<file path="config.mk">
export PLATFORM = sky130hd
export DESIGN_NAME = alu_seq_arbiter
export DESIGN_NICKNAME = d
export VERILOG_FILES = /design/src/rtl/alu_seq_pkg.sv /design/src/rtl/alu_addsub_core.sv /design/src/rtl/alu_seq_arbiter.sv
export SDC_FILE = /design/constraint.sdc
export NUM_CORES = 1
export LEC_CHECK = 0
export CAP_MARGIN = 20
export CORE_AREA = 2 2 120 122
export DETAILED_ROUTE_END_ITERATION = 10
export DIE_AREA = 0 0 122 124
export GPL_ROUTABILITY_DRIVEN = 1
export PLACE_DENSITY = 0.81
export SLEW_MARGIN = 20
export SYNTH_ARGS = -nofsm -noshare
export SYNTH_HDL_FRONTEND = slang
export SYNTH_SLANG_ARGS = --single-unit
export TNS_END_PERCENT = 30
</file>
<file path="constraint.sdc">
create_clock -name clk -period 4.5 [get_ports clk]
set_input_delay 0.45 -clock clk [delete_from_list [all_inputs] [get_ports clk]]
set_output_delay 0.45 -clock clk [all_outputs]
set_load 0.01 [all_outputs]
</file>
<file path="src/rtl/alu_seq_pkg.sv">
// Shared constants for the sequential add/subtract arbiter: default width,
// opcode encodings and FSM state encoding.
package alu_seq_pkg;

    localparam int DATA_W_DEF = 32;

    localparam logic [1:0] OP_ADD  = 2'b00;
    localparam logic [1:0] OP_SUB  = 2'b01;
    localparam logic [1:0] OP_RSB  = 2'b10;
    localparam logic [1:0] OP_PASS = 2'b11;

    typedef enum logic [1:0] {
        ST_IDLE = 2'd0,
        ST_EXEC = 2'd1,
        ST_HOLD = 2'd2
    } state_e;

endpackage

</file>
<file path="src/rtl/alu_addsub_core.sv">
// Combinational ADD/SUB/RSB/PASS datapath sharing one adder.
// {N,Z,C,V} output exists only when ALU_SEQ_FLAGS_EN is defined.
module alu_addsub_core
    import alu_seq_pkg::*;
#(
    parameter int DATA_W = DATA_W_DEF
) (
    input  logic [1:0]        op,
    input  logic [DATA_W-1:0] a,
    input  logic [DATA_W-1:0] b,
`ifdef ALU_SEQ_FLAGS_EN
    output logic [3:0]        flags,
`endif
    output logic [DATA_W-1:0] result
);

`ifdef ALU_SEQ_FLAGS_EN
    localparam int SUM_W = DATA_W + 1;
`else
    localparam int SUM_W = DATA_W;
`endif

    logic [DATA_W-1:0] x;
    logic [DATA_W-1:0] y;
    logic [DATA_W-1:0] y_eff;
    logic              sub;
    logic [SUM_W-1:0]  sum;

    // Subtraction is x + ~y + 1; RSB just swaps which operand is x.
    always_comb begin
        x   = a;
        y   = b;
        sub = 1'b0;
        case (op)
            OP_SUB: sub = 1'b1;
            OP_RSB: begin
                x   = b;
                y   = a;
                sub = 1'b1;
            end
            default: ;
        endcase
        y_eff  = sub ? ~y : y;
        sum    = SUM_W'(x) + SUM_W'(y_eff) + SUM_W'(sub);
        result = (op == OP_PASS) ? a : sum[DATA_W-1:0];
    end

`ifdef ALU_SEQ_FLAGS_EN
    logic flag_n;
    logic flag_z;
    logic flag_c;
    logic flag_v;

    // C is the raw adder carry, which for subtraction equals NOT borrow.
    always_comb begin
        flag_n = result[DATA_W-1];
        flag_z = (result == '0);
        flag_c = (op == OP_PASS) ? 1'b0 : sum[DATA_W];
        flag_v = (op == OP_PASS) ? 1'b0 :
                 ((x[DATA_W-1] == y_eff[DATA_W-1]) && (sum[DATA_W-1] != x[DATA_W-1]));
        flags  = {flag_n, flag_z, flag_c, flag_v};
    end
`endif

endmodule

</file>
<file path="src/rtl/alu_seq_arbiter.sv">
// Two-requester round-robin front end to a single shared ALU with an
// IDLE/EXEC/HOLD sequencer. rsp_flags exists only with ALU_SEQ_FLAGS_EN.
module alu_seq_arbiter
    import alu_seq_pkg::*;
#(
    parameter int DATA_W = DATA_W_DEF
) (
    input  logic              clk,
    input  logic              rst,
    input  logic              req0_valid,
    output logic              req0_ready,
    input  logic [1:0]        req0_op,
    input  logic [DATA_W-1:0] req0_a,
    input  logic [DATA_W-1:0] req0_b,
    input  logic              req1_valid,
    output logic              req1_ready,
    input  logic [1:0]        req1_op,
    input  logic [DATA_W-1:0] req1_a,
    input  logic [DATA_W-1:0] req1_b,
    output logic              rsp_valid,
    input  logic              rsp_ready,
    output logic              rsp_id,
`ifdef ALU_SEQ_FLAGS_EN
    output logic [3:0]        rsp_flags,
`endif
    output logic [DATA_W-1:0] rsp_result
);

    state_e            state_q,  state_d;
    logic              rr_q,     rr_d;
    logic [1:0]        op_q,     op_d;
    logic [DATA_W-1:0] a_q,      a_d;
    logic [DATA_W-1:0] b_q,      b_d;
    logic              id_q,     id_d;
    logic              rsp_id_q, rsp_id_d;
    logic [DATA_W-1:0] result_q, result_d;

    logic              grant_valid;
    logic              grant_id;
    logic              accept;
    logic [1:0]        sel_op;
    logic [DATA_W-1:0] sel_a;
    logic [DATA_W-1:0] sel_b;
    logic [DATA_W-1:0] core_result;

`ifdef ALU_SEQ_FLAGS_EN
    logic [3:0]        flags_q, flags_d;
    logic [3:0]        core_flags;
`endif

    // rr_q holds the last served id; on a tie the other requester wins.
    always_comb begin
        grant_valid = req0_valid | req1_valid;
        grant_id    = (req0_valid & req1_valid) ? ~rr_q : req1_valid;
        accept      = (state_q == ST_IDLE) & ~rst & grant_valid;
        req0_ready  = accept & ~grant_id;
        req1_ready  = accept &  grant_id;
        sel_op      = grant_id ? req1_op : req0_op;
        sel_a       = grant_id ? req1_a  : req0_a;
        sel_b       = grant_id ? req1_b  : req0_b;
    end

    alu_addsub_core #(
        .DATA_W (DATA_W)
    ) u_core (
        .op     (op_q),
        .a      (a_q),
        .b      (b_q),
`ifdef ALU_SEQ_FLAGS_EN
        .flags  (core_flags),
`endif
        .result (core_result)
    );

    always_comb begin
        state_d  = state_q;
        rr_d     = rr_q;
        op_d     = op_q;
        a_d      = a_q;
        b_d      = b_q;
        id_d     = id_q;
        rsp_id_d = rsp_id_q;
        result_d = result_q;
`ifdef ALU_SEQ_FLAGS_EN
        flags_d  = flags_q;
`endif
        case (state_q)
            ST_IDLE: begin
                if (accept) begin
                    op_d    = sel_op;
                    a_d     = sel_a;
                    b_d     = sel_b;
                    id_d    = grant_id;
                    rr_d    = grant_id;
                    state_d = ST_EXEC;
                end
            end
            ST_EXEC: begin
                result_d = core_result;
                rsp_id_d = id_q;
`ifdef ALU_SEQ_FLAGS_EN
                flags_d  = core_flags;
`endif
                state_d  = ST_HOLD;
            end
            ST_HOLD: begin
                if (rsp_ready) begin
                    state_d = ST_IDLE;
                end
            end
            default: state_d = ST_IDLE;
        endcase
    end

    always_ff @(posedge clk) begin
        if (rst) begin
            state_q  <= ST_IDLE;
            rr_q     <= 1'b1;
            op_q     <= '0;
            a_q      <= '0;
            b_q      <= '0;
            id_q     <= 1'b0;
            rsp_id_q <= 1'b0;
            result_q <= '0;
`ifdef ALU_SEQ_FLAGS_EN
            flags_q  <= '0;
`endif
        end else begin
            state_q  <= state_d;
            rr_q     <= rr_d;
            op_q     <= op_d;
            a_q      <= a_d;
            b_q      <= b_d;
            id_q     <= id_d;
            rsp_id_q <= rsp_id_d;
            result_q <= result_d;
`ifdef ALU_SEQ_FLAGS_EN
            flags_q  <= flags_d;
`endif
        end
    end

    assign rsp_valid  = (state_q == ST_HOLD);
    assign rsp_id     = rsp_id_q;
    assign rsp_result = result_q;
`ifdef ALU_SEQ_FLAGS_EN
    assign rsp_flags  = flags_q;
`endif

endmodule

</file>
==> impl_results.md <==
* Max Slew Vio Count at 0
* Fmax achieved at 0.262 GHz
* Hold Path Origin: rsp_result[14]
* CP Data Required Time at 4.75 ns
* Clock buffer count from CTS at 9
* Count leader, synth: dfxtp_1
* Pwr Total at 2.93 mW
* Synth Instances at 806
* Crit. End Element: register
* Worst EP arrival at 4.07 ns
* Starting DRT DRC Count at 717
* Kind of cell adding the most delay to the critical path: compound AO/OA/AOI/OAI gates
* Largest area contributor in the netlist: dfxtp_1
* CTS Root Cell: clkbuf_16
* Crit path max fanout at 21
* Ys async rst share at 0%
* Netlist cell types at 66
* Via count at 6847
* Fin crit period at 3.82 ns
* Initial core utilization at 49.8%
* Clock Skews at 0.00647 ns
* Crit share post-route at 84.9%
* Crit-path slowest cell: or3b_4
* Placed inst area at 8640 sq um
* Sequential area share after synthesis at 30.2%
* Nets@finish at 1107
* Vias in the first global route at 6254
* Crit path cell chain: inv_1, ha_2, or3b_4, a21oi_4, nor2_1, fa_1, a21oi_1, o21ai_0, a221o_1, a31o_2, a21oi_1, xor2_1, a221oi_1
* Die area at 15100 sq um
* Area growth syn-to-layout at 30.5%
* # port buffers at 172
* Synth top area share at 30.2%
* Yosys warning count at 0
* Clock transition at the registers of the reported paths at 0.07 ns
* PostCTS Resize Cnt at 0
* DR WL/cell at 18.9 um
* Worst setup path start: op_q[0]
* Endpoints failing setup at 0
* First-pass GRT wire length at 33.5 mm
* Vias per cell at 6.11
* Hold buffer count at CTS at 0
* Kind of critical path: reg2reg
* Seq cells post-synth at 103
* Least-Margin Pin Slew at 0.769 ns
* Gr usage total at 28.2%
* Post-CTS Setup Bufs at 0
* Unrepaired setup endpoints after global routing: no
* CTS tree: done
* Largest net degree at the start of global routing at 67
* Leak pwr at 3.35 nW
* Maximum clock path buffer count at 2
* CP startpoint kind: register
* Core Region at 13700 sq um
* Top cells by count, synth: 103 x dfxtp_1, 97 x nor2_1, 66 x a222oi_1, 56 x clkbuf_1, 52 x nand2_1
* Status: complete, no violations
* Worst-Skew Late Latency at 0.35 ns
* Syn Nets at 977
* Drt pass-1 iters at 9
* Final ANT Viol Nets at 0
* Final instance area at 8930 sq um
* Final hold violation count at 0
* IO Pins at 173
* GRT overflow at 0
* FP Rows at 43
* EDFF count, synth at 0
* Die height at 124 um
* R2R Path Start: op_q[0]
* Post-Route WL at 21.2 mm
* Post-DP HPWL at 16.1 mm
* Area contributors post-synth: dfxtp_1 30%, a222oi_1 9.7%, ha_1 6.0%
* Max stage delay on crit path at 0.47 ns
* Rel. slew slack at 48.5%
* Peak supply drop at 187 uV
* Antenna violations before repair at 0
* Number of diodes at 0
* Mapped cell area at 6840 sq um
* Pwr dens at 328 nW/um^2
* Avg Cell Area, Syn at 8.48 sq um
* DR DRC count at 0
* Setup TNS at 0 ns
* Die width at 122 um
* Synth Flop Type: dfxtp_1
* Worst Hold Class: reg2reg
* H-tree depth at 3
* Routability cong. at 0.957
* Buf+Inv Stages, Crit Path at 1
* Clk sink count at 103
* Layout cells sized above 1 at 8.40%
* Max_cap viols at 0
* Top cell by count, worst path: a21oi_1
-- flip-flops by register name, summed over array words and instances, names as in the netlist --
signal      flops
state_q         2
id_q            1
b_q            32
a_q            32
rr_q            1
rsp_id          1
op_q            2
rsp_result     32
-- logic make-up (layout without fill, tap and decap cells) --
kind of cell	Yosys count	after routing	share of synthesized area [%]
AOI/OAI and AO/OA	248	248	27.1
buffers and inverters	83	218	4.79
and+or+nand+nor	222	222	15.1
adders and majority gates	34	34	6.33
DFF	103	103	30.2
muxes	63	63	9.73
xor gates and xnor gates	53	53	6.79
-- worst register-to-register path: stages, from the launching register on --
cell and delay, ns:
dfxtp_1 0.35, inv_1 0.08, ha_2 0.38, or3b_4 0.48
a21oi_4 0.18, nor2_1 0.08, fa_1 0.41, a21oi_1 0.24
o21ai_0 0.15, a221o_1 0.43, a31o_2 0.27, a21oi_1 0.29
xor2_1 0.11, a221oi_1 0.27
-- metal layers --
layer / share of wire [%] / track usage, % / routed length (um) / vias to the layer above
li1: - / - / - / 3329
met1: 47 / 43.6 / 10100 / 3164
met2: 42 / 40.0 / 8840 / 324
met3: 9.2 / 4.44 / 1950 / 30
met4: 1.6 / 7.40 / 349 / 0
met5: 0 / 0 / 0 / -
-- report_power, final --
| group | switching, mW | internal (mW) |
|---|---|---|
| registers | 0.0825 | 0.996 |
| logic | 0.578 | 0.520 |
| clock network | 0.347 | 0.405 |
-- layout make-up --
| type | instances | area, sq um |
|---|---|---|
| fill | 1157 | 4790 |
| multi-input combinational | 620 | 4470 |
| sequential | 103 | 2060 |
| timing repair buffer | 186 | 1820 |
| clock buffer | 11 | 253 |
| tap | 180 | 225 |
| inverter | 16 | 60.1 |
| clock inverter | 5 | 31.3 |
-- cells in the final DEF (no fill, tap or decap), types with 28 or more instances in the layout --
master,synthesis,routed
xor2_1,34,34
a222oi_1,66,66
mux2_2,28,28
o21ai_0,40,40
dfxtp_1,103,103
clkdlybuf4s50_1,0,171
a21oi_1,47,47
ha_1,33,32
nor2_1,97,96
mux2i_1,35,35
nand2_1,52,52
-- path summary, 6_finish.rpt --
check                                       to  slack, ns  cells after the start
worst min register to register  rsp_result[14]       0.45                      2
worst min-delay path            rsp_result[14]       0.45                      2
worst max-delay path            rsp_result[20]       0.68                     13
worst max register to register  rsp_result[20]       0.68                     13
-- stage by stage --
step | std cells | setup slack [ns] | hold WS, ns | utilization, %
6_report | 1121 | 0.680 | 0.451 | 65.1
5_1_grt | 1121 | 0.398 | 0.471 | 65.1
4_1_cts | 1121 | 0.709 | 0.452 | 65.1
3_5_place_dp | 1105 | 0.730 | 0.444 | 63.0
3_3_place_gp | 1105 | 0.795 | 0.437 | 63.0
2_1_floorplan | 806 | 0.978 | 0.431 | -
Note: power is estimated with default switching activity, not from simulation.
